$ cat src/rtl/uart_pkg.sv
// -----------------------------------------------------------------------------
// uart_pkg
// Shared definitions for the UART transmitter:
//   - parity-mode constants PAR_NONE / PAR_EVEN / PAR_ODD
//   - 3-bit transmitter state encoding IDLE / START / DATA / PARITY / STOP
//   - frame_ticks(): frame length in s_tick pulses, for benches and
//     higher-level timing calculations
// -----------------------------------------------------------------------------
package uart_pkg;

  localparam int PAR_NONE = 0;
  localparam int PAR_EVEN = 1;
  localparam int PAR_ODD  = 2;

  typedef enum logic [2:0] {
    IDLE   = 3'd0,
    START  = 3'd1,
    DATA   = 3'd2,
    PARITY = 3'd3,
    STOP   = 3'd4
  } state_t;

  // Number of s_tick pulses from the start of the start bit to the end of
  // the last stop bit.
  function automatic int frame_ticks(input int data_bits, input int parity,
                                     input int stop_bits, input int sb_tick);
    return sb_tick * (1 + data_bits + ((parity != PAR_NONE) ? 1 : 0) + stop_bits);
  endfunction

endpackage

$ cat src/rtl/uart_tx_cfg.sv
// -----------------------------------------------------------------------------
// uart_tx_cfg
// Parametrised UART transmitter: start bit, DATA_BITS data bits LSB first,
// optional even/odd parity bit, STOP_BITS stop bits. Bit timing is taken
// from an external oversampling tick (SB_TICK ticks per bit).
//
// Ports:
//   clk       system clock
//   reset_n   asynchronous active-low reset
//   s_tick    oversampling tick, one clk cycle wide
//   tx_valid  data_in holds a character to send
//   tx_ready  high only in IDLE; transfer on tx_valid && tx_ready
//   data_in   character, captured on transfer
//   tx        registered serial line, idles high
//   tx_busy   high from the cycle after transfer to the end of the frame
//   tx_done   one-cycle pulse at frame end
// -----------------------------------------------------------------------------
module uart_tx_cfg
  import uart_pkg::*;
#(
  parameter int DATA_BITS = 8,
  parameter int SB_TICK   = 16,
  parameter int PARITY    = PAR_NONE,
  parameter int STOP_BITS = 1
) (
  input  logic                 clk,
  input  logic                 reset_n,
  input  logic                 s_tick,
  input  logic                 tx_valid,
  output logic                 tx_ready,
  input  logic [DATA_BITS-1:0] data_in,
  output logic                 tx,
  output logic                 tx_busy,
  output logic                 tx_done
);

  localparam int SW = $clog2(SB_TICK);
  localparam int NW = $clog2(DATA_BITS + 1);

  localparam logic [SW-1:0] S_LAST = SW'(SB_TICK - 1);
  localparam logic [SW-1:0] S_ONE  = SW'(1);
  localparam logic [NW-1:0] D_LAST = NW'(DATA_BITS - 1);
  localparam logic [NW-1:0] P_LAST = NW'(STOP_BITS - 1);
  localparam logic [NW-1:0] N_ONE  = NW'(1);

  // Illegal parameter combinations stop elaboration.
  if (PARITY != PAR_NONE && PARITY != PAR_EVEN && PARITY != PAR_ODD) begin : g_bad_parity
    $error("uart_tx_cfg: PARITY must be 0 (none), 1 (even) or 2 (odd)");
  end
  if (DATA_BITS < 5 || DATA_BITS > 9) begin : g_bad_data_bits
    $error("uart_tx_cfg: DATA_BITS must be in 5..9");
  end
  if (SB_TICK < 8 || SB_TICK > 32) begin : g_bad_sb_tick
    $error("uart_tx_cfg: SB_TICK must be in 8..32");
  end
  if (STOP_BITS != 1 && STOP_BITS != 2) begin : g_bad_stop_bits
    $error("uart_tx_cfg: STOP_BITS must be 1 or 2");
  end

  // Parity of the latched character; odd parity is the inverted XOR-reduce.
  function automatic logic calc_parity(input logic [DATA_BITS-1:0] d);
    calc_parity = (PARITY == PAR_ODD) ? ~(^d) : (^d);
  endfunction

  state_t                state_r;
  logic [SW-1:0]         s_cnt_r;
  logic [NW-1:0]         n_cnt_r;
  logic [DATA_BITS-1:0]  shift_r;
  logic                  par_r;
  logic                  bit_end_s;

  // A bit period ends on the tick that completes SB_TICK ticks.
  assign bit_end_s = s_tick && (s_cnt_r == S_LAST);

  // Transmit FSM with counters, shift register and registered outputs.
  always_ff @(posedge clk or negedge reset_n) begin
    if (!reset_n) begin
      state_r  <= IDLE;
      s_cnt_r  <= '0;
      n_cnt_r  <= '0;
      shift_r  <= '0;
      par_r    <= 1'b0;
      tx       <= 1'b1;
      tx_ready <= 1'b1;
      tx_busy  <= 1'b0;
      tx_done  <= 1'b0;
    end else begin
      tx_done <= 1'b0;

      // Tick counter runs in every frame state and wraps at each bit end.
      if (state_r != IDLE && s_tick) begin
        s_cnt_r <= bit_end_s ? '0 : (s_cnt_r + S_ONE);
      end

      case (state_r)
        IDLE: begin
          s_cnt_r <= '0;
          n_cnt_r <= '0;
          if (tx_valid && tx_ready) begin
            shift_r  <= data_in;
            par_r    <= calc_parity(data_in);
            tx       <= 1'b0;
            tx_ready <= 1'b0;
            tx_busy  <= 1'b1;
            state_r  <= START;
          end else begin
            // After a frame, ready rises one cycle after the done pulse.
            tx       <= 1'b1;
            tx_ready <= 1'b1;
          end
        end

        START: begin
          if (bit_end_s) begin
            tx      <= shift_r[0];
            state_r <= DATA;
          end
        end

        DATA: begin
          if (bit_end_s) begin
            shift_r <= {1'b0, shift_r[DATA_BITS-1:1]};
            if (n_cnt_r == D_LAST) begin
              n_cnt_r <= '0;
              if (PARITY == PAR_NONE) begin
                tx      <= 1'b1;
                state_r <= STOP;
              end else begin
                tx      <= par_r;
                state_r <= uart_pkg::PARITY;
              end
            end else begin
              n_cnt_r <= n_cnt_r + N_ONE;
              // Next bit is what becomes shift_r[0] after this shift.
              tx      <= shift_r[1];
            end
          end
        end

        uart_pkg::PARITY: begin
          if (bit_end_s) begin
            tx      <= 1'b1;
            state_r <= STOP;
          end
        end

        STOP: begin
          if (bit_end_s) begin
            if (n_cnt_r == P_LAST) begin
              n_cnt_r <= '0;
              tx_done <= 1'b1;
              tx_busy <= 1'b0;
              state_r <= IDLE;
            end else begin
              n_cnt_r <= n_cnt_r + N_ONE;
            end
          end
        end

        default: begin
          state_r  <= IDLE;
          s_cnt_r  <= '0;
          n_cnt_r  <= '0;
          tx       <= 1'b1;
          tx_ready <= 1'b1;
          tx_busy  <= 1'b0;
        end
      endcase
    end
  end

endmodule
$ cat config.mk
export PLATFORM = sky130hd
export DESIGN_NAME = uart_tx_cfg
export DESIGN_NICKNAME = d
export VERILOG_FILES = /design/src/rtl/uart_pkg.sv /design/src/rtl/uart_tx_cfg.sv
export SDC_FILE = /design/constraint.sdc
export NUM_CORES = 1
export LEC_CHECK = 0
export CAP_MARGIN = 5
export CORE_MARGIN = 1
export CORE_UTILIZATION = 30
export DETAILED_ROUTE_END_ITERATION = 10
export DONT_BUFFER_PORTS = 1
export SYNTH_ARGS = -nofsm -noshare
export SYNTH_HDL_FRONTEND = slang
export SYNTH_SLANG_ARGS = --single-unit
export TNS_END_PERCENT = 1
$ cat constraint.sdc
create_clock -name clk -period 1.7 [get_ports clk]
set_input_delay 0.34 -clock clk [delete_from_list [all_inputs] [get_ports clk]]
set_output_delay 0.34 -clock clk [all_outputs]
set_load 0.05 [all_outputs]
Word-level counts from Yosys, hierarchy flattened
Index checks and enable logic that the tools add are counted.
Widths: inputs -> output; s select.
- eq/ne operators: 14
- add/sub/neg operators: 2
- reduce and logical (&&, ||, !) cells: 15
- bitwise gates (word level): 3
- muxes and demuxes: 33
- operators with widths (cell ; count):
    $mux 4 ; 7
    $mux 3 ; 7
    $mux 8 ; 2
    $pmux 8 s2 ; 1
    $pmux 3 s5 ; 1
    $ne 2x2->1 const B ; 7
    $pmux 4 s3 ; 1
    $mux 1 ; 11
    $add 4x1->4 const B ; 2
    $reduce_and 4->1 ; 2
    $reduce_and 7->1 ; 1
    $eq 3x2->1 const B ; 2
    $reduce_and 3->1 ; 2
    $pmux 1 s5 ; 1
    $eq 4x3->1 const B ; 1
    $eq 4x4->1 const B ; 1
    $logic_not 4->1 ; 1
    $reduce_or 4->1 ; 1
    $eq 3x1->1 const B ; 1
    $eq 3x3->1 const B ; 1
    $logic_and 1x1->1 ; 3
    $logic_not 3->1 ; 1
    $not 1->1 ; 3
    $pmux 1 s3 ; 1
    other kinds (6) ; 6
- bits of input ports: 12
- register bits after elaboration: 23
- output and inout port bits: 4

Depth between registers and ports, before layout
- word-level depth: 5
- mapped depth: 6

Least setup slack after synthesis
OpenSTA, ideal clock, no wires.
- kind: register -> register
- start: reg tx_ready
- end: reg shift_r[7]
- buffers on the path: 0
- stages on the path, launching flop included: 5
- setup slack: 109 ps
- required time: 1575 ps
- arrival: 1466 ps
- clock period less this slack: 1591 ps
- cells stage by stage: dfstp_2 -> nand2_1 -> mux2i_4 -> nand2_1 -> mux2_4
- word-level cells in the longest chain between the ends: 3
- ends and longest elaborated chain (item ; line ; source):
    start, declared ; uart_tx_cfg.sv:30 ; output logic tx_ready,
    start signal, assigned ; uart_tx_cfg.sv:84 ; tx_ready <= 1'b1;
    start signal, assigned ; uart_tx_cfg.sv:103 ; tx_ready <= 1'b0;
    start signal, assigned ; uart_tx_cfg.sv:109 ; tx_ready <= 1'b1;
    $logic_and 1x1->1 ; uart_tx_cfg.sv:99 ; if (tx_valid && tx_ready) begin
    $ne 2x2->1 (no line) ; - ;
    $reduce_and 3->1 (no line) ; - ;
    end signal, assigned ; uart_tx_cfg.sv:100 ; shift_r <= data_in;
    end signal, assigned ; uart_tx_cfg.sv:122 ; shift_r <= {1'b0, shift_r[DATA_BITS-1:1]};
    end, declared ; uart_tx_cfg.sv:68 ; logic [DATA_BITS-1:0] shift_r;
Every way passes these cells.
A chain may end at the register's enable or synchronous reset.

Worst setup path after layout
- start: reg state_r[1]
- end: reg n_cnt_r[1]
- word-level cells in the longest chain between the ends: 4
- ends and longest elaborated chain (item ; line ; source):
    start, declared ; uart_tx_cfg.sv:65 ; state_t state_r;
    start signal, assigned ; uart_tx_cfg.sv:130 ; state_r <= uart_pkg::PARITY;
    $eq 3x2->1 or $eq 3x1->1 (tied branches) ; uart_tx_cfg.sv:95 ; case (state_r)
    $reduce_or 2->1 (no line) ; - ;
    $not 1->1 (no line) ; - ;
    $reduce_and 3->1 (no line) ; - ;
    end signal, assigned ; uart_tx_cfg.sv:133 ; n_cnt_r <= n_cnt_r + N_ONE;
    end signal, assigned ; uart_tx_cfg.sv:155 ; n_cnt_r <= n_cnt_r + N_ONE;
    end, declared ; uart_tx_cfg.sv:67 ; logic [NW-1:0] n_cnt_r;
Several ways; a longest one is shown, not always the timed one.

==> flow_summary.json <==
{
  "ys_warn_count": 0,
  "die_y_um": 70.4,
  "fin_crit_sh_pct": 93.2,
  "critPathMaxStageDelay_ns": 0.55,
  "drc": 0,
  "io_buffers": 0,
  "avgSynthCellArea_sq_um": 10.4,
  "slowest_stage": "dfrtp_1",
  "start_util_pct": 31.8,
  "hp-start": "s_tick",
  "relSlewSlack_pct": 28.4,
  "rsz0062_at_grt": "false",
  "fin_util_pct": 34.4,
  "synth.area.mux_share_pct": 10.5,
  "syn_inst": 135,
  "ctsRootBufferMaster": "clkbuf_8",
  "ys_top_cells_by_area": "dfrtp_1, mux2i_1, a21oi_1, buf_6, dfstp_2",
  "ff_latch_area_sq_um": 579,
  "path_cells": "or3b_4 > a2bb2oi_2 > nand2_2 > mux2i_1",
  "yosys.area_share.simple_pct": 22.6,
  "row_count": 24,
  "vias": 1068,
  "synth_fp_nets": 150,
  "crit_start": "state_r[1]",
  "cap_viol_max_count": 0,
  "critPathKind": "reg2reg",
  "power_mw": 2.40,
  "fin_area_sq_um": 1520,
  "fin_nets": 156,
  "regToRegSetupSlack_ns": 0.12,
  "cts.sinks": 23,
  "cts_buffer_depth": 2,
  "fp.coreArea_sq_um": 4410,
  "cts_buffers": 3,
  "area_growth_pct": 7.92,
  "critical_path_buf_inv_count": 0,
  "cts_tree": "done",
  "antenna_found_initial": 0,
  "p_per_area_nw_per_um2": 1580,
  "async_flop_share_pct": 100,
  "die_w_um": 70.4,
  "grt_pass1_wl_mm": 4.97,
  "arrival_ns": 1.78,
  "overflow": 0,
  "gp_congestion": 0.788,
  "skew_ns": 0.00273,
  "drtAntennaViolNets": 0,
  "synth_edf_count": 0,
  "synthXorXnorAreaFrac_pct": 1.25,
  "hold_viol": 0,
  "reg2regPathDepth": 4,
  "dp_hpwl_mm": 2.10,
  "cts_setup_buffers": 0,
  "cp_top_family": "simple AND/OR/NAND/NOR gates",
  "fmax_mhz": 631,
  "htree_levels": 1,
  "grt_use_total_pct": 12.9,
  "reg2reg_from": "state_r[1]",
  "synth_most_common_cell": "dfrtp_1",
  "synth_common_cells": "dfrtp_1, a21oi_1, mux2i_1, nor2_1",
  "yosys_register_bits": 23,
  "antenna_cells": 0,
  "worstMarginPinSlew_ns": 1.07,
  "hold_end": "s_cnt_r[1]",
  "ys.flop_type": "dfrtp_1",
  "grt_pass1_vias": 1100,
  "totalWireLength_mm": 2.94,
  "crit_fanout": 10,
  "drive_above_1_share_pct": 19.3,
  "synth_top_family_by_area": "simple AND/OR/NAND/NOR gates",
  "fillers": 452,
  "worstSkewPairLatency_ns": 0.26,
  "ys_seq_area_share_pct": 41.1,
  "synthAdderAreaFrac_pct": 2.67,
  "min_period_ns": 1.58,
  "start_kind": "flip-flop",
  "grt_max_degree": 24,
  "io-pin-count": 16,
  "hold_path.class": "in2reg",
  "p_leak_nw": 0.626,
  "multi_input_area_sq_um": 746,
  "rr_endpoint": "n_cnt_r[1]",
  "avgViaCountPerCell": 5.56,
  "tns_ns": 0,
  "fp.dieArea_sq_um": 4960,
  "clk_pin_slew_worst_paths_ns": 0.08,
  "synth_top_area_share_pct": 37.4,
  "crit_required_ns": 1.89,
  "cp-end-kind": "flip-flop",
  "ir_drop_mv": 0.441,
  "drt-wirelength-per-cell_um": 15.3,
  "synth_top_area_cell": "dfrtp_1",
  "first_pass_iters": 4,
  "outcome": "finished clean",
  "finalMaxSlewViolations": 0,
  "syn_area_sq_um": 1410,
  "synthDistinctLibCells": 44,
  "drt_iter0_drc": 77,
  "hold_depth": 2,
  "synth_compound_area_share_pct": 15.4,
  "setup_viol": 0,
  "placed_area_sq_um": 1450
}
==> through the flow <==
| step | worst slack, ns | std cells | hold WS [ns] |
|---|---|---|---|
| global placement | 0.127 | 187 | 0.0450 |
| CTS | 0.0354 | 192 | 0.249 |
| floorplan | 0.109 | 135 | 0.0444 |
| finish | 0.115 | 192 | 0.253 |
| global route | 0.0123 | 192 | 0.262 |
| detailed placement | 0.0200 | 187 | 0.0452 |
==> flip-flops by register name, summed over array words and instances, names as in the netlist <==
register / count
shift_r: 8
n_cnt_r: 4
s_cnt_r: 4
state_r: 3
tx: 1
tx_busy: 1
tx_done: 1
tx_ready: 1
==> layer usage <==
metal | track usage (%) | up-vias | share of wire [%]
met2 | 21.0 | 35 | 47
met3 | 3.61 | 6 | 5.0
met5 | 0 | - | 0
met4 | 6.44 | 0 | 1.8
li1 | - | 509 | -
met1 | 15.4 | 518 | 46
==> worst max path at each step <==
stage          slack, ns  cells after the start          to
6_report            0.12                      4  n_cnt_r[1]
5_1_grt             0.01                      6  shift_r[4]
3_5_place_dp        0.02                      5  n_cnt_r[2]
4_1_cts             0.04                      5  n_cnt_r[2]
3_3_place_gp        0.13                      5  n_cnt_r[2]
2_1_floorplan       0.11                      4  shift_r[7]
==> cells in the final DEF, fill, tap and decap left out, drive strengths merged, types with 2 or more instances in the layout <==
| cell type | netlist | final |
|---|---|---|
| a21oi | 13 | 13 |
| a31oi | 8 | 8 |
| and3 | 2 | 2 |
| buf | 6 | 8 |
| clkbuf | 2 | 4 |
| dfrtp | 21 | 21 |
| dfstp | 2 | 2 |
| ha | 3 | 3 |
| inv | 3 | 3 |
| mux2i | 12 | 12 |
| nand2 | 9 | 9 |
| nand2b | 3 | 3 |
| nand3 | 4 | 4 |
| nand3b | 2 | 2 |
| nand4 | 3 | 3 |
| nor2 | 12 | 12 |
| nor2b | 3 | 3 |
| nor3 | 5 | 5 |
| nor3b | 2 | 2 |
| o22ai | 2 | 2 |
| o31ai | 2 | 2 |
==> layout make-up <==
cell class              instances  share of cell area (%)
clock buffers                   4                    2.97
inverters                       3                   0.743
multi-input cells             101                    49.2
flip-flops and latches         23                    38.2
well taps                      52                    4.29
repair buffers                  9                    4.62
==> cells by family after synthesis <==
family / count (synthesis)
buffers and inverters: 11
adders and majority gates: 3
AOI/OAI and AO/OA: 32
and+or+nand+nor: 51
xor gates and xnor gates: 2
muxes: 13
DFF: 23
==> report_power, final <==
| part | switching, mW | internal [mW] | total (mW) |
|---|---|---|---|
| clock | 0.177 | 0.167 | 0.344 |
| sequential | 0.305 | 0.788 | 1.09 |
| combinational | 0.514 | 0.444 | 0.958 |
| total | 0.996 | 1.40 | 2.40 |
==> timing repair <==
item | 4_1_cts | 5_1_grt
hold endpoints to repair | 23 | 0
hold buffers | 1 | 0
setup endpoints to repair | 0 | 13
resized for setup | 0 | 4
No activity file was read; power rests on OpenSTA's default activity.
